[src/rtl/trgg_pkg.sv]
// Shared definitions for the trigger detect slice.
//   DW_DEF / DEB_W_DEF / TS_W_DEF : default sample, debounce-count and timestamp widths
//   chan_state_e                  : per-channel hysteresis/debounce state
package trgg_pkg;

  localparam int unsigned DW_DEF    = 16;
  localparam int unsigned DEB_W_DEF = 4;
  localparam int unsigned TS_W_DEF  = 32;

  typedef enum logic [1:0] {
    ST_LOW       = 2'd0,
    ST_RISE_PEND = 2'd1,
    ST_HIGH      = 2'd2,
    ST_FALL_PEND = 2'd3
  } chan_state_e;

endpackage

[src/rtl/trgg_chan.sv]
// One trigger channel: hysteresis comparator plus debounce counter.
//   clk_i, rst_ni : clock, async active-low reset
//   smp_valid_i   : new sample strobe; state only advances when set
//   smp_i         : sample value (unsigned)
//   thr_hi_i      : rise threshold (sample >= thr_hi qualifies a rise)
//   thr_lo_i      : fall threshold (sample <= thr_lo qualifies a fall)
//   deb_len_i     : consecutive qualifying samples required (0 behaves as 1)
//   level_o       : registered debounced level
//   rise_o/fall_o : combinational 1-cycle pulses in the qualifying strobe cycle
module trgg_chan
  import trgg_pkg::*;
#(
  parameter int unsigned DW    = DW_DEF,
  parameter int unsigned DEB_W = DEB_W_DEF
) (
  input  logic             clk_i,
  input  logic             rst_ni,
  input  logic             smp_valid_i,
  input  logic [DW-1:0]    smp_i,
  input  logic [DW-1:0]    thr_hi_i,
  input  logic [DW-1:0]    thr_lo_i,
  input  logic [DEB_W-1:0] deb_len_i,
  output logic             level_o,
  output logic             rise_o,
  output logic             fall_o
);

  chan_state_e      state_q, state_d;
  logic [DEB_W-1:0] cnt_q, cnt_d;
  logic [DEB_W-1:0] deb_eff;
  logic [DEB_W:0]   cnt_inc;
  logic             done;
  logic             above;
  logic             below;

  assign deb_eff = (deb_len_i == '0) ? DEB_W'(1) : deb_len_i;
  assign cnt_inc = {1'b0, cnt_q} + (DEB_W + 1)'(1);
  // >= rather than == so a mid-debounce reduction of deb_len still completes
  assign done    = cnt_inc >= {1'b0, deb_eff};
  assign above   = smp_i >= thr_hi_i;
  assign below   = smp_i <= thr_lo_i;

  always_ff @(posedge clk_i or negedge rst_ni) begin
    if (!rst_ni) begin
      state_q <= ST_LOW;
      cnt_q   <= '0;
    end else begin
      state_q <= state_d;
      cnt_q   <= cnt_d;
    end
  end

  // cnt_q is 0 in LOW/HIGH, so cnt_inc=1 there and a deb_len of 1 passes the
  // PEND state within the same strobe.
  always_comb begin
    state_d = state_q;
    cnt_d   = cnt_q;
    if (smp_valid_i) begin
      unique case (state_q)
        ST_LOW, ST_RISE_PEND: begin
          if (above) begin
            if (done) begin
              state_d = ST_HIGH;
              cnt_d   = '0;
            end else begin
              state_d = ST_RISE_PEND;
              cnt_d   = cnt_inc[DEB_W-1:0];
            end
          end else begin
            state_d = ST_LOW;
            cnt_d   = '0;
          end
        end
        ST_HIGH, ST_FALL_PEND: begin
          if (below) begin
            if (done) begin
              state_d = ST_LOW;
              cnt_d   = '0;
            end else begin
              state_d = ST_FALL_PEND;
              cnt_d   = cnt_inc[DEB_W-1:0];
            end
          end else begin
            state_d = ST_HIGH;
            cnt_d   = '0;
          end
        end
        default: begin
          state_d = ST_LOW;
          cnt_d   = '0;
        end
      endcase
    end
  end

  always_comb begin
    level_o = (state_q == ST_HIGH) || (state_q == ST_FALL_PEND);
    rise_o  = !level_o && (state_d == ST_HIGH);
    fall_o  = level_o && (state_d == ST_LOW);
  end

endmodule

[src/rtl/trgg_detect.sv]
// Dual-channel trigger detector: per-channel hysteresis/debounce and a
// timestamped edge-event record handed out over valid/ready.
//   clk, rst_n        : clock, async active-low reset
//   trgg_data         : [2DW-1:DW] ch0 sample, [DW-1:0] ch1 sample
//   trgg_valid        : new sample pair strobe
//   thr_hi, thr_lo    : shared rise/fall thresholds
//   deb_len           : debounce length (0 behaves as 1)
//   trig_level        : debounced level, bit0 = ch0, bit1 = ch1
//   evt_valid/ready   : event record handshake
//   evt_chan/rise/ts  : record fields (channel, edge direction, strobe timestamp)
//   evt_ovf           : sticky drop flag, cleared by an accepted handshake
module trgg_detect
  import trgg_pkg::*;
#(
  parameter int unsigned DW    = DW_DEF,
  parameter int unsigned DEB_W = DEB_W_DEF,
  parameter int unsigned TS_W  = TS_W_DEF
) (
  input  logic [0:0]      clk,
  input  logic            rst_n,
  input  logic [2*DW-1:0] trgg_data,
  input  logic            trgg_valid,
  input  logic [DW-1:0]   thr_hi,
  input  logic [DW-1:0]   thr_lo,
  input  logic [DEB_W-1:0] deb_len,
  output logic [1:0]      trig_level,
  output logic            evt_valid,
  input  logic            evt_ready,
  output logic            evt_chan,
  output logic            evt_rise,
  output logic [TS_W-1:0] evt_ts,
  output logic            evt_ovf
);

  logic [1:0]      rise, fall, ev;
  logic [TS_W-1:0] ts_q;
  logic            valid_q, valid_d;
  logic            chan_q, chan_d;
  logic            rise_q, rise_d;
  logic [TS_W-1:0] ts_evt_q, ts_evt_d;
  logic            ovf_q, ovf_d;
  logic            hs, can_load, drop;

  trgg_chan #(.DW(DW), .DEB_W(DEB_W)) u_ch0 (
    .clk_i(clk), .rst_ni(rst_n), .smp_valid_i(trgg_valid),
    .smp_i(trgg_data[2*DW-1:DW]), .thr_hi_i(thr_hi), .thr_lo_i(thr_lo),
    .deb_len_i(deb_len), .level_o(trig_level[0]), .rise_o(rise[0]), .fall_o(fall[0])
  );

  trgg_chan #(.DW(DW), .DEB_W(DEB_W)) u_ch1 (
    .clk_i(clk), .rst_ni(rst_n), .smp_valid_i(trgg_valid),
    .smp_i(trgg_data[DW-1:0]), .thr_hi_i(thr_hi), .thr_lo_i(thr_lo),
    .deb_len_i(deb_len), .level_o(trig_level[1]), .rise_o(rise[1]), .fall_o(fall[1])
  );

  assign ev       = rise | fall;
  assign hs       = valid_q && evt_ready;
  assign can_load = !valid_q || hs;
  // ch1 loses arbitration when both fire; any event blocked by a held record is lost
  assign drop     = (&ev) || ((|ev) && !can_load);

  always_comb begin
    valid_d  = valid_q;
    chan_d   = chan_q;
    rise_d   = rise_q;
    ts_evt_d = ts_evt_q;
    ovf_d    = ovf_q;
    if ((|ev) && can_load) begin
      valid_d  = 1'b1;
      chan_d   = !ev[0];
      rise_d   = ev[0] ? rise[0] : rise[1];
      ts_evt_d = ts_q;
    end else if (hs) begin
      valid_d  = 1'b0;
    end
    if (drop) begin
      ovf_d = 1'b1;
    end else if (hs) begin
      ovf_d = 1'b0;
    end
  end

  always_ff @(posedge clk or negedge rst_n) begin
    if (!rst_n) begin
      ts_q     <= '0;
      valid_q  <= 1'b0;
      chan_q   <= 1'b0;
      rise_q   <= 1'b0;
      ts_evt_q <= '0;
      ovf_q    <= 1'b0;
    end else begin
      ts_q     <= ts_q + TS_W'(1);
      valid_q  <= valid_d;
      chan_q   <= chan_d;
      rise_q   <= rise_d;
      ts_evt_q <= ts_evt_d;
      ovf_q    <= ovf_d;
    end
  end

  assign evt_valid = valid_q;
  assign evt_chan  = chan_q;
  assign evt_rise  = rise_q;
  assign evt_ts    = ts_evt_q;
  assign evt_ovf   = ovf_q;

endmodule

[config.mk]
export PLATFORM = sky130hd
export DESIGN_NAME = trgg_detect
export DESIGN_NICKNAME = d
export VERILOG_FILES = /design/src/rtl/trgg_pkg.sv /design/src/rtl/trgg_chan.sv /design/src/rtl/trgg_detect.sv
export SDC_FILE = /design/constraint.sdc
export NUM_CORES = 1
export LEC_CHECK = 0
export ABC_AREA = 1
export BUFFER_PORTS_ARGS = -buffer_cell sky130_fd_sc_hd__buf_2
export CAP_MARGIN = 10
export CORE_ASPECT_RATIO = 2
export CORE_UTILIZATION = 52
export CTS_CLUSTER_DIAMETER = 100
export DETAILED_ROUTE_END_ITERATION = 10
export PLACE_DENSITY = 0.83
export SYNTH_ARGS = -nofsm -noshare
export SYNTH_HDL_FRONTEND = slang
export SYNTH_HIERARCHICAL = 1
export SYNTH_SLANG_ARGS = --single-unit
[constraint.sdc]
create_clock -name clk -period 2.5 [get_ports clk]
set_input_delay 0.25 -clock clk [delete_from_list [all_inputs] [get_ports clk]]
set_output_delay 0.25 -clock clk [all_outputs]
set_load 0.005 [all_outputs]
==> results_dict.tcl, run 1 <==
set metrics [dict create \
    h-tree-depth 3 \
    hold_viol_final 0 \
    ys_seq_elements 80 \
    crit_top_cell "nand2_2" \
    std_cell_rows 55 \
    arrival_ns 2.92 \
    cp_data_required_time_ns 2.72 \
    grt_overflow 0 \
    place_ws_ns -0.218 \
    synth_nets 930 \
    start_util_pct 53.3 \
    cts_buffer_depth 2 \
    setup.worst_path.end_class "flop" \
    clkLatencyLatePin_ns 0.33 \
    critPathMaxFanout 6 \
    fin_tns_setup_ns -5.21 \
    layout.nets 1080 \
    whs_ns 0.0603 \
    grt_usage_pct 27.7 \
    hpwl_um 11900 \
    io_pins 110 \
    wl_per_cell_um 15.3 \
    grt_max_degree 81 \
    ant_nets 0 \
    crit_family "simple AND/OR/NAND/NOR gates" \
    final_area_um2 7660 \
    yosys_warnings 6 \
    worst_slack_ns -0.195 \
    crit_path_max_incr_delay_ns 0.44 \
    cts_made_buffers 9 \
    rsz0062_at_grt "yes" \
    clock_tree.root_cell "clkbuf_16" \
    portBuffers 109 \
    register_area_um2 2000 \
    max_cap_violations 0 \
    antenna_found_initial 0 \
    path_class "reg2reg" \
    num_vias 5638 \
    grt_pass1_vias 5833 \
    slowest_stage "dfrtp_2" \
    timing.slew.headroom_pct 34.5 \
    path_clk_slew_ns 0.06 \
    fmax_mhz 371 \
    power_density_nw_per_um2 722 \
    die-area_um2 12000 \
    areaGrowthSynthToFinish_pct 27.5 \
    cts_tree "built" \
    die_w_um 78.0 \
    drive_above_1_share_pct 29.3 \
    grt_pass1_wl_um 25700 \
    vias_per_cell 5.23 \
    p_leak_nw 4.40 \
    n_antenna_cell 0 \
    avgSynthCellArea_um2 7.68 \
    fill_cells 880 \
    vdd_ir_drop_max_uv 783 \
    violations "negative setup slack" \
    critPathLaunchType "flop" \
    coreArea_um2 11300 \
    power_mw 5.54 \
    die_h_um 154 \
    multi_input_area_um2 3680 \
    cts.sinks 80 \
    dr.pass1.iters 6 \
    finalMaxSlewViolations 0 \
    placed_cell_area_um2 6880 \
    skew_ns 0.00649 \
    final.period_utilization_pct 108 \
    yosysSeqAreaShare_pct 33.3 \
    synth_cells 783 \
    setup_viol 34 \
    tightest_slew_ns 0.982 \
    crit_chain "ha_4 -> xor2_4 -> ha_4 -> a21oi_2 -> nand3b_4 -> nand4_4 -> nand3_2 -> nand2_1 -> inv_1 -> nand2_1 -> nand2_2 -> nor2_4 -> nor2_4 -> nand3_4 -> nand2_8 -> buf_12 -> clkinvlp_4 -> nand2_2 -> nand2_2" \
    synth_top_flop_cell "dfrtp_1" \
    synth_edf_count 0 \
    totalWireLength_um 16500 \
    gp_congestion 0.943 \
    finalCriticalPeriod_ns 2.69 \
    drc 0 \
    critPathBufInv 3 \
    syn_area_um2 6010 \
    synthArstFlopShare_pct 100 \
    yosys.cell_types.count 36 \
    status "finished with violations" \
    first_iter_violations 229 \
    hp-class "in2async" \
]
## synth_stat cells (6+ instances only)
cell type / count / area [µm²]
inv_1: 137 / 514
xor2_1: 18 / 158
nor2_1: 43 / 161
ha_1: 75 / 938
nand3_1: 32 / 160
nand2_2: 17 / 106
nand2_4: 6 / 67.6
nand2_1: 243 / 912
dfrtp_1: 80 / 2000
nor2_2: 7 / 43.8
inv_2: 7 / 26.3
a21oi_1: 29 / 145
nor2_4: 10 / 113
o21ai_0: 27 / 135
## sequential cells by signal (all words and copies together) (netlist names)
name and cells:
u_ch0/state_q 2, evt_valid 1, u_ch0/cnt_q 4, u_ch1/cnt_q 4, evt_chan 1, u_ch1/state_q 2
ts_q 32, evt_ovf 1, evt_rise 1, evt_ts 32
## power by group
group	internal, mW	leakage, nW	switching [mW]
Sequential	1.44	1.07	0.110
Clock	0.682	0.130	0.483
Combinational	1.33	3.20	1.49
Total	3.45	4.40	2.09
## layer usage
layer	part of all wire [%]	track usage [%]	vias up
met4	5.9	17.8	0
met1	33	24.8	2627
met2	57	55.0	215
met3	3.8	3.62	78
met5	0	0	-
li1	-	-	2718
## final timing paths
check	from	endpoint	slack [ns]	cells after the start
max	u_ch0/cnt_q[1]$_DFFE_PN0P_	evt_ts[11]$_DFFE_PN0P_	-0.19	19
min	rst_n	evt_ts[10]$_DFFE_PN0P_	0.06	1
max reg2reg	u_ch0/cnt_q[1]$_DFFE_PN0P_	evt_ts[11]$_DFFE_PN0P_	-0.19	19
min reg2reg	u_ch1/state_q[0]$_DFF_PN0_	u_ch1/state_q[0]$_DFF_PN0_	0.48	2
max in group asynchronous	rst_n	u_ch0/cnt_q[1]$_DFFE_PN0P_	1.71	1
min in group clk	evt_ready	evt_ovf$_DFFE_PN0P_	0.20	4
## layout make-up
cell class              instances  share of cell area, %
inverters                     146                   7.20
flip-flops and latches         80                   26.2
well taps                     142                   2.32
repair buffers                147                   12.8
repair inverters                1                 0.0979
clock inverters                 4                  0.294
clock buffers                  10                   3.12
multi-input cells             548                   48.0
## cells in the final DEF (no fill, tap or decap), drive strengths merged, types with 19 or more instances in the layout
cell,Yosys,layout
a21oi,31,31
buf,6,146
dfrtp,80,80
ha,75,75
inv,144,143
nand2,267,267
nand3,36,36
nor2,64,64
o21ai,30,30
xor2,19,19
## logic make-up (layout without fill, tap and decap cells)
family	count (synthesis)	after routing	synth area share (%)
AOI/OAI and AO/OA	69	69	6.24
muxes	2	2	0.333
and+or+nand+nor	383	383	31.4
DFF	80	80	33.3
adders and majority gates	75	75	15.6
xor gates and xnor gates	19	19	2.89
buffers and inverters	155	308	10.2
## what timing repair did
item / CTS / global route
pin swaps: 13 / 21
resized for setup: 40 / 37
hold buffers: 0 / 0
setup buffers: 7 / 7
endpoints found under the setup margin: 34 / 36
gates cloned: 5 / 1
## worst reg2reg max path: stages, from the launching register on
cell        delay (ns)
dfrtp_2           0.44
ha_4              0.19
xor2_4            0.16
ha_4              0.23
a21oi_2           0.12
nand3b_4          0.15
nand4_4           0.14
nand3_2           0.10
nand2_1           0.05
inv_1             0.05
nand2_1           0.05
nand2_2           0.08
nor2_4            0.05
nor2_4            0.11
nand3_4           0.12
nand2_8           0.11
buf_12            0.14
clkinvlp_4        0.16
nand2_2           0.11
nand2_2           0.05
## stage by stage
| step | util (%) | std cells |
|---|---|---|
| after CTS | 65.7 | 1071 |
| after floorplan | - | 783 |
| after global routing | 67.9 | 1078 |
| after detailed placement | 60.9 | 1045 |
| after global placement | 60.9 | 1045 |
| final | 67.9 | 1078 |
Note: power is estimated with default switching activity, not from simulation.
==> inputs of run 2 (changes only) <==
--- a/config.mk
+++ b/config.mk
@@ -9,11 +9,10 @@
 export BUFFER_PORTS_ARGS = -buffer_cell sky130_fd_sc_hd__buf_2
 export CAP_MARGIN = 10
 export CORE_ASPECT_RATIO = 2
-export CORE_UTILIZATION = 52
+export CORE_UTILIZATION = 50
 export CTS_CLUSTER_DIAMETER = 100
 export DETAILED_ROUTE_END_ITERATION = 10
-export PLACE_DENSITY = 0.83
+export PLACE_DENSITY = 0.82
 export SYNTH_ARGS = -nofsm -noshare
 export SYNTH_HDL_FRONTEND = slang
-export SYNTH_HIERARCHICAL = 1
 export SYNTH_SLANG_ARGS = --single-unit
==> run 2 against run 1 <==
Against the previous run: the flow now finishes without violations; fmax up 8.3%; hold slack gained 0.14 ns; highest routed layer unchanged; sequential share of layout area rose by 3.7 points; cell count shrank 13%; critical path depth fell by 8; core utilization decreased by 3.6 points; power decreased by 10%; synthesized area down 11%; critical path type unchanged; sequential power is essentially flat.
==> results_dict.tcl, run 2 <==
set metrics [dict create \
    drc 0 \
    clock_tree.root_cell "clkbuf_16" \
    rsz0062_at_grt "yes" \
    yosys.area_share.adder_pct 16.7 \
    totalWireLength_um 13200 \
    synth_top_area_cell "dfrtp_1" \
    cts_tree "built" \
    synthArstFlopShare_pct 100 \
    synth-simple-area-share_pct 26.5 \
    cts_buffer_depth 2 \
    path_clk_slew_ns 0.06 \
    drive_above_1_share_pct 25.6 \
    status "finished, final reports clean" \
    n_antenna_cell 0 \
    cts_made_buffers 9 \
    h-tree-depth 3 \
    ys_seq_elements 80 \
    fin_cells 933 \
    fill_cells 895 \
    placed_cells 907 \
    yosys.cell_types.count 33 \
    cts.sinks 80 \
    crit_family "simple AND/OR/NAND/NOR gates" \
    avgSynthCellArea_um2 8.15 \
    hp-class "in2reg" \
    antenna_found_initial 0 \
    synthMuxAreaShare_pct 0 \
    critPathLaunchType "flop" \
    finalMaxSlewViolations 0 \
    synth_xor_area_share_pct 5.43 \
    layout.nets 934 \
    setup.worst_path.end_class "flop" \
    clkLatencyLatePin_ns 0.34 \
    skew_ns 0.00922 \
    critPathBufInv 0 \
    synth_top_family_by_area "simple AND/OR/NAND/NOR gates" \
    arrival_ns 2.71 \
    post-synth-top-count-cell "nand2_1" \
    setup_viol 0 \
    placed_cell_area_um2 6150 \
    p_leak_nw 3.81 \
    die-area_um2 11100 \
    yosys_warnings 0 \
    num_vias 4752 \
    fmax_mhz 402 \
    synth_cells 653 \
    synth_top_flop_cell "dfrtp_1" \
    wl_per_cell_um 14.1 \
    grt_usage_pct 24.1 \
    grt_max_degree 45 \
    final_area_um2 6700 \
    grt_pass1_vias 4781 \
    ant_nets 0 \
    timing.slew.headroom_pct 66.9 \
    hold_viol_final 0 \
    yosysSeqAreaShare_pct 37.6 \
    power_density_nw_per_um2 740 \
    synth_edf_count 0 \
    first_iter_violations 137 \
    crit_path_max_incr_delay_ns 0.39 \
    max_cap_violations 0 \
    std_cell_rows 53 \
    critPathMaxFanout 6 \
    final_common_cell "nand2_1" \
    synth_nets 796 \
    final.period_utilization_pct 99.6 \
    power_mw 4.96 \
    dr.pass1.iters 4 \
    grt_pass1_wl_um 20200 \
    die_w_um 75.0 \
    slowest_stage "dfrtp_1" \
    vias_per_cell 5.09 \
    synth.area.top_cells "dfrtp_1, ha_1, nand2_1, nand3_1, inv_1" \
    areaGrowthSynthToFinish_pct 25.8 \
    synth_compound_area_share_pct 6.44 \
    syn_area_um2 5330 \
    path_class "reg2reg" \
    portBuffers 109 \
    die_h_um 148 \
    synthTopCellsByCount "nand2_1, dfrtp_1, inv_1, ha_1, nand3_1" \
    vdd_ir_drop_max_uv 896 \
    yosys.area.top_type_share_pct 37.6 \
    mostFrequentLayoutCells "nand2_1, buf_2, dfrtp_1, inv_1, ha_1" \
    cp_data_required_time_ns 2.72 \
    crit_top_cell "nand4_2" \
    hpwl_um 10100 \
    start_util_pct 51.1 \
    finalCriticalPeriod_ns 2.49 \
    gp_congestion 0.906 \
    coreArea_um2 10400 \
    crit_chain "ha_1 -> nand3_2 -> nor2_2 -> nand2_1 -> nor3_2 -> nand4_2 -> nor3b_4 -> nand4_2 -> nor2_4 -> nand3_1 -> xor2_1" \
    io_pins 110 \
    tightest_slew_ns 0.493 \
    grt_overflow 0 \
]
==> run 2: changes by cell type in the layout (fill, tap and decap cells not counted), sizes merged, moves of 9 or more <==
cell   change
nor3       +9
inv       -62
nand2     -78
nor2      -30
nand3     +27
o21ai     -13
xnor2     +11
==> run 2: cells by family (layout without fill, tap and decap cells) <==
group / count (synthesis) / after routing
compound gates: 62 / 62
xor+xnor: 33 / 33
fa+ha+maj: 71 / 71
buf+inv: 94 / 237
flops: 80 / 80
simple gates: 313 / 313
==> run 2: area by class of cell <==
cell class              instances  area, µm²  area share (%)
flip-flops and latches         80       2000            29.9
multi-input cells             479       3060            45.7
clock buffers                  10        229            3.42
clock inverters                 6       67.6            1.01
well taps                     137        171            2.56
repair buffers                141        867            12.9
inverters                      80        300            4.48
==> run 2: power breakdown <==
part | internal, mW | switching (mW) | total, mW
Clock | 0.777 | 0.534 | 1.31
Sequential | 1.44 | 0.119 | 1.56
Combinational | 0.899 | 1.18 | 2.08
==> run 2: routing by layer <==
| layer | GRT usage [%] | wire [µm] |
|---|---|---|
| met5 | 0 | 0 |
| met4 | 12.7 | 509 |
| met3 | 3.61 | 478 |
| met2 | 47.6 | 7600 |
| met1 | 21.8 | 4590 |
==> run 2: worst reg2reg max path, delay by kind of cell (launching register included) <==
kind                     cells  cell delay, ns
AND/OR/NAND/NOR              9            1.61
flip-flops                   1            0.39
adder cells (fa/ha/maj)      1            0.22
XOR/XNOR                     1            0.17
==> run 2: timing repair <==
item,4_1_cts,5_1_grt
gates resized for setup,9,34
hold endpoints to repair,36,0
pin swaps,3,4
setup endpoints to repair,34,40
gates cloned,0,2
hold buffers,1,0
buffers inserted,2,5
==> run 2: path summary, 6_finish.rpt <==
check                                        from                          to  slack, ns  depth (start not counted)
max in group asynchronous                   rst_n       evt_ts[9]$_DFFE_PN0P_       1.48                          3
min                                    trgg_valid  u_ch0.cnt_q[0]$_DFFE_PN0P_       0.20                          2
min reg2reg                evt_ts[31]$_DFFE_PN0P_      evt_ts[31]$_DFFE_PN0P_       0.47                          2
max                             ts_q[0]$_DFF_PN0_          ts_q[30]$_DFF_PN0_       0.01                         11
min in group asynchronous                   rst_n      evt_ts[21]$_DFFE_PN0P_       0.42                          2
max reg2reg                     ts_q[0]$_DFF_PN0_          ts_q[30]$_DFF_PN0_       0.01                         11
==> run 2: metrics by stage <==
| step | hold slack (ns) | TNS [ns] | setup WS [ns] | util, % |
|---|---|---|---|---|
| after CTS | 0.201 | 0 | 0.00542 | 62.4 |
| final | 0.197 | 0 | 0.0111 | 64.4 |
| after floorplan | -0.0456 | 0 | 0.0955 | - |
| after global placement | 0.248 | 0 | 0.00705 | 59.1 |
| after global routing | 0.212 | -5.43 | -0.169 | 64.4 |
| after detailed placement | 0.244 | -1.65 | -0.0623 | 59.1 |
